**src/rtl/eth_tx_sched.sv**
```systemverilog
// 10BASE-T transmit-line scheduler: arbitrates the TX pair between link pulses,
// frame data, the end-of-frame positive hold (ETD) and the inter-packet gap.
module eth_tx_sched #(
  parameter int unsigned NLP_PERIOD = 640000,
  parameter int unsigned NLP_WIDTH  = 4,
  parameter int unsigned ETD_CYCLES = 10,
  parameter int unsigned IPG_CYCLES = 384,
  parameter int unsigned JAB_CYCLES = 50000,
  parameter int unsigned CNT_W      = 21
) (
  input  logic       clk,
  input  logic       rst_n,
  input  logic       frame_req,
  output logic       frame_ack,
  output logic       tx_start,
  input  logic       tx_data,
  input  logic       tx_done,
  output logic       line_out,
  output logic       line_oe,
  output logic       busy,
  output logic       nlp_active,
  output logic       jabber,
  output logic [2:0] dbg_state_o
);

  typedef enum logic [2:0] {
    S_IDLE  = 3'd0,
    S_NLP   = 3'd1,
    S_START = 3'd2,
    S_FRAME = 3'd3,
    S_ETD   = 3'd4,
    S_IPG   = 3'd5
  } state_e;

  localparam logic [CNT_W-1:0] NLP_LAST = CNT_W'(NLP_PERIOD - 1);
  localparam logic [CNT_W-1:0] NLPW_LAST = CNT_W'(NLP_WIDTH - 1);
  localparam logic [CNT_W-1:0] ETD_LAST = CNT_W'(ETD_CYCLES - 1);
  localparam logic [CNT_W-1:0] IPG_LAST = CNT_W'(IPG_CYCLES - 1);
  localparam logic [CNT_W-1:0] JAB_LAST = CNT_W'(JAB_CYCLES - 1);

  state_e           state_q, state_d;
  logic [CNT_W-1:0] nlp_cnt_q, nlp_cnt_d;
  logic [CNT_W-1:0] seq_cnt_q, seq_cnt_d;
  logic             nlp_due;
  logic             state_entry;

  logic frame_ack_q, frame_ack_d;
  logic tx_start_q, tx_start_d;
  logic line_out_q, line_out_d;
  logic line_oe_q, line_oe_d;
  logic busy_q, busy_d;
  logic nlp_active_q, nlp_active_d;
  logic jabber_q, jabber_d;

  assign nlp_due     = (nlp_cnt_q == NLP_LAST);
  assign state_entry = (state_d != state_q);

  always_comb begin
    state_d = state_q;
    case (state_q)
      S_IDLE: begin
        // A pending link pulse takes priority over a waiting frame.
        if (nlp_due)        state_d = S_NLP;
        else if (frame_req) state_d = S_START;
      end
      S_NLP:   if (seq_cnt_q == NLPW_LAST) state_d = S_IDLE;
      S_START: state_d = S_FRAME;
      S_FRAME: if (tx_done || seq_cnt_q == JAB_LAST) state_d = S_ETD;
      S_ETD:   if (seq_cnt_q == ETD_LAST) state_d = S_IPG;
      S_IPG:   if (seq_cnt_q == IPG_LAST) state_d = S_IDLE;
      default: state_d = S_IDLE;
    endcase
  end

  always_comb begin
    seq_cnt_d = seq_cnt_q + 1'b1;
    if (state_entry || state_q == S_IDLE) seq_cnt_d = '0;
  end

  // The link-pulse timer stays cleared for the whole pulse, so the next period
  // is measured from the first IDLE cycle after it; ETD entry also restarts it.
  always_comb begin
    nlp_cnt_d = nlp_cnt_q;
    if (state_q == S_NLP || state_d == S_NLP ||
        (state_d == S_ETD && state_q != S_ETD)) begin
      nlp_cnt_d = '0;
    end else if (!nlp_due) begin
      nlp_cnt_d = nlp_cnt_q + 1'b1;
    end
  end

  // Outputs are decoded from the next state and registered, so they line up
  // with the cycle in which state_q holds that state.
  always_comb begin
    frame_ack_d  = 1'b0;
    tx_start_d   = 1'b0;
    line_out_d   = 1'b0;
    line_oe_d    = 1'b0;
    nlp_active_d = 1'b0;
    busy_d       = (state_d != S_IDLE);
    jabber_d     = (state_q == S_FRAME) && (state_d == S_ETD) && !tx_done;
    case (state_d)
      S_NLP: begin
        line_oe_d    = 1'b1;
        line_out_d   = 1'b1;
        nlp_active_d = 1'b1;
      end
      S_START: begin
        frame_ack_d = 1'b1;
        tx_start_d  = 1'b1;
      end
      S_FRAME: begin
        line_oe_d  = 1'b1;
        line_out_d = tx_data;
      end
      S_ETD: begin
        line_oe_d  = 1'b1;
        line_out_d = 1'b1;
      end
      default: begin
        line_oe_d  = 1'b0;
        line_out_d = 1'b0;
      end
    endcase
  end

  always_ff @(posedge clk or negedge rst_n) begin
    if (!rst_n) begin
      state_q      <= S_IDLE;
      nlp_cnt_q    <= '0;
      seq_cnt_q    <= '0;
      frame_ack_q  <= 1'b0;
      tx_start_q   <= 1'b0;
      line_out_q   <= 1'b0;
      line_oe_q    <= 1'b0;
      busy_q       <= 1'b0;
      nlp_active_q <= 1'b0;
      jabber_q     <= 1'b0;
    end else begin
      state_q      <= state_d;
      nlp_cnt_q    <= nlp_cnt_d;
      seq_cnt_q    <= seq_cnt_d;
      frame_ack_q  <= frame_ack_d;
      tx_start_q   <= tx_start_d;
      line_out_q   <= line_out_d;
      line_oe_q    <= line_oe_d;
      busy_q       <= busy_d;
      nlp_active_q <= nlp_active_d;
      jabber_q     <= jabber_d;
    end
  end

  assign frame_ack   = frame_ack_q;
  assign tx_start    = tx_start_q;
  assign line_out    = line_out_q;
  assign line_oe     = line_oe_q;
  assign busy        = busy_q;
  assign nlp_active  = nlp_active_q;
  assign jabber      = jabber_q;
  assign dbg_state_o = state_q;

endmodule

```
**config.mk**
```make
export PLATFORM = sky130hd
export DESIGN_NAME = eth_tx_sched
export DESIGN_NICKNAME = d
export VERILOG_FILES = /design/src/rtl/eth_tx_sched.sv
export SDC_FILE = /design/constraint.sdc
export NUM_CORES = 1
export LEC_CHECK = 0
export BUFFER_PORTS_ARGS = -buffer_cell sky130_fd_sc_hd__buf_4
export CORE_ASPECT_RATIO = 1.1
export CORE_MARGIN = 3
export CORE_UTILIZATION = 50
export CTS_CLUSTER_SIZE = 10
export DETAILED_ROUTE_END_ITERATION = 7
export HOLD_SLACK_MARGIN = 0.1
export PLACE_DENSITY_LB_ADDON = 0.05
export SLEW_MARGIN = 0
export SYNTH_ARGS = -nofsm -noshare
export SYNTH_HDL_FRONTEND = slang
export SYNTH_SLANG_ARGS = --single-unit
```
**constraint.sdc**
```tcl
create_clock -name clk -period 3 [get_ports clk]
set_input_delay 0.15 -clock clk [delete_from_list [all_inputs] [get_ports clk]]
set_output_delay 0.15 -clock clk [all_outputs]
set_load 0.01 [all_outputs]
```
==> impl_metrics.csv <==
group,metric,value,unit
global_routing,grt_pass1_vias,1928,
finish,multi_input_area,1340,um2
min_path,hp-class,"input pin to flop",
routing,drtAntennaViolNets,0,
worst_setup_path,worst_ep_required_time,3.18,ns
timing,min_period,2.48,ns
clocking,h-tree-depth,2,
global_routing,grt_pass1_wl,8.78,mm
run,maxCapViolCount,0,
finish,layout.nets,296,
die,pin_count,15,
global_routing,gr-usage-all-layers,0.169,
timing,finalSetupViolCount,0,
clocking,tritoncts,"done",
power,p_clk_frac,0.400,
finish,syn2layout_area_growth,10.4,%
finish,instances_no_fill,360,
timing,rsz0062_at_grt,"no",
timing,finalWorstSetupSlack,0.524,ns
yosys,seq_area_frac_synth,0.472,
power,p_comb_frac,0.016,
routing,drc,0,
placed_design,pre_cts_slack,0.585,ns
clocking,postCtsSetupRepairBufs,0,
worst_setup_path,slowest_delay,0.54,ns
clocking,cts_buffers,5,
power,p_total,1.18,mW
placed_design,dp_hpwl,3.57,mm
timing,tns,0,ns
worst_setup_path,startpoint_type,"flop",
worst_setup_path,worstSetupPathType,"flop to flop",
timing,worstMarginPinSlew,0.629,ns
routing,drt-wirelength-per-cell,13.8,um
yosys,syn-mean-instance-area,9.98,um2
finish,fillers,446,
die,fp.dieW,76.1,um
worst_setup_path,critPathCaptureType,"flop",
global_routing,grt_max_degree,52,
status,run_status,"complete, no violations",
yosys,synth_ff_type,"dfrtp_1",
worst_setup_path,cp_slowest_cell,"dfrtp_1",
timing,clock_skew,0.00739,ns
global_routing,grt-ovfl-total,0,
worst_setup_path,critPathMaxFanout,21,
timing,timing.final.crit_share,0.825,
power,switching_share,0.205,
worst_setup_path,path_cells,"nor3_1 > nor4bb_1 > a32oi_1 > nand4b_4 > mux2i_2 > buf_4 > nor2_1",
power,power_leakage,1.33,nW
power,powerDensity,395,nW/um2
clocking,clkTransAtPathRegs,0.09,ns
routing,viasPerCell,5.28,
clocking,clk_path_buf_depth,2,
routing,routed_wl,4.97,mm
die,dieArea,6330,um2
yosys,synth_edf_count,0,
clocking,numClockSinks,51,
timing,drv_slew,0,
placed_design,dpl.cell_count,351,
placed_design,gp_congestion,0.797,
finish,seqCellArea,1280,um2
worst_setup_path,crit_arrival,2.66,ns
finish,drive_gt1_frac,0.177,
yosys,yosys_warnings,0,
yosys,synthCells,271,
placed_design,io_buffers,14,
finish,n_antenna_cell,0,
die,rows,27,
timing,slew_headroom,0.577,
yosys,async_reset_ff_frac,1.00,
yosys,synth.distinct_cells,44,
clocking,cts_resized,0,
routing,vias,1900,
power,power.switching,242,uW
timing,hold_violations,0,
power,seq_power_share,0.583,
yosys,synth_area,2710,um2
routing,dr.pass1.iters,4,
clocking,clock-root-buffer,"clkbuf_8",
timing,max_freq,0.404,GHz
routing,dr.first_iter.drc_count,98,
yosys,syn-num-nets,279,
power,vdd_drop_max,0.278,mV
die,core_region_area,5100,um2
power,power.internal,936,uW
die,die_h,83.1,um
global_routing,antenna_found_initial,0,
finish,final_core_util,0.585,
yosys,synth-seq-cells,51,
die,start_util,0.530,
clocking,clock_latency,0.30,ns
==> timing repair <==
action	CTS	global route
endpoints found under the hold margin	52	0
hold buffers	2	0
setup endpoints to repair	0	0
==> layout by cell type, fill, tap and decap left out, types with 4 or more instances in the layout <==
master	netlist	routed
a21oi_1	4	4
and3_1	11	11
buf_4	1	16
clkbuf_8	0	5
dfrtp_1	51	51
inv_1	8	8
nand2_1	22	22
nand3_1	16	16
nand4_1	11	11
nor2_1	32	32
nor2_2	20	20
nor3_1	11	11
xnor2_1	20	20
xor2_1	18	18
==> critical path: cells and delay by family (launching register included) <==
family / cells / cell delay, ns
and+or+nand+nor: 4 / 1.08
DFF: 1 / 0.54
buffers and inverters: 1 / 0.35
muxes: 1 / 0.21
AOI/OAI and AO/OA: 1 / 0.16
==> logic make-up (layout without fill, tap and decap cells) <==
kind of cell / Yosys count / count (layout) / share of synthesized area
DFF: 51 / 51 / 0.472
AOI/OAI and AO/OA: 15 / 15 / 0.0463
muxes: 1 / 1 / 0.00509
and+or+nand+nor: 147 / 147 / 0.308
adders and majority gates: 3 / 3 / 0.0139
buffers and inverters: 16 / 33 / 0.0319
xor gates and xnor gates: 38 / 38 / 0.123
==> final timing paths <==
path | endpoint | start | slack, ns | cells past startpoint
max | seq_cnt_q[20] | dbg_state_o[0] | 0.52 | 7
min in group asynchronous | nlp_active | rst_n | 0.40 | 2
max reg2reg | seq_cnt_q[20] | dbg_state_o[0] | 0.52 | 7
min | line_out | tx_data | 0.12 | 3
min reg2reg | seq_cnt_q[0] | seq_cnt_q[0] | 0.53 | 1
max in group asynchronous | seq_cnt_q[2] | rst_n | 2.17 | 2
==> area by class of cell <==
type	instances	area share
Clock inverter	2	0.0126
Multi-Input combinational cell	204	0.450
Sequential cell	51	0.427
Tap cell	72	0.0302
Clock buffer	5	0.0231
Timing Repair Buffer	18	0.0469
Inverter	8	0.0101
==> stage by stage <==
stage               hold WS [ns]  cell area (um2)
finish                     0.122             2990
floorplan                 -0.146             2710
detailed placement         0.219             2860
global placement           0.220             2860
CTS                        0.117             2990
global route               0.122             2990
==> routing by layer <==
layer | share of wire | track usage | wire length [um]
met5 | 0 | 0 | 0
met2 | 0.50 | 0.291 | 2490
met4 | 0.016 | 0.0610 | 81
met3 | 0.014 | 0.0239 | 71
met1 | 0.47 | 0.216 | 2330
==> cells in the mapped netlist (all sizes together), types with 5 or more instances <==
cell    n  area share
nand2  22       0.031
dfrtp  51        0.47
nor4    5       0.023
xnor2  20       0.065
nor3   11       0.020
xor2   18       0.058
and3   11       0.025
nand4  12       0.030
inv     8       0.011
nand3  16       0.030
nor2   52       0.091
==> power groups by stage <==
stage	sequential [mW]	combinational (mW)	clock, mW
final	0.687	0.0193	0.472
after global placement	0.700	0.0186	0
after CTS	0.687	0.0206	0.487
after detailed placement	0.700	0.0187	0
after floorplan	0.701	0.000279	0
after global routing	0.687	0.0229	0.511
Power figures use the tool's default switching activity.
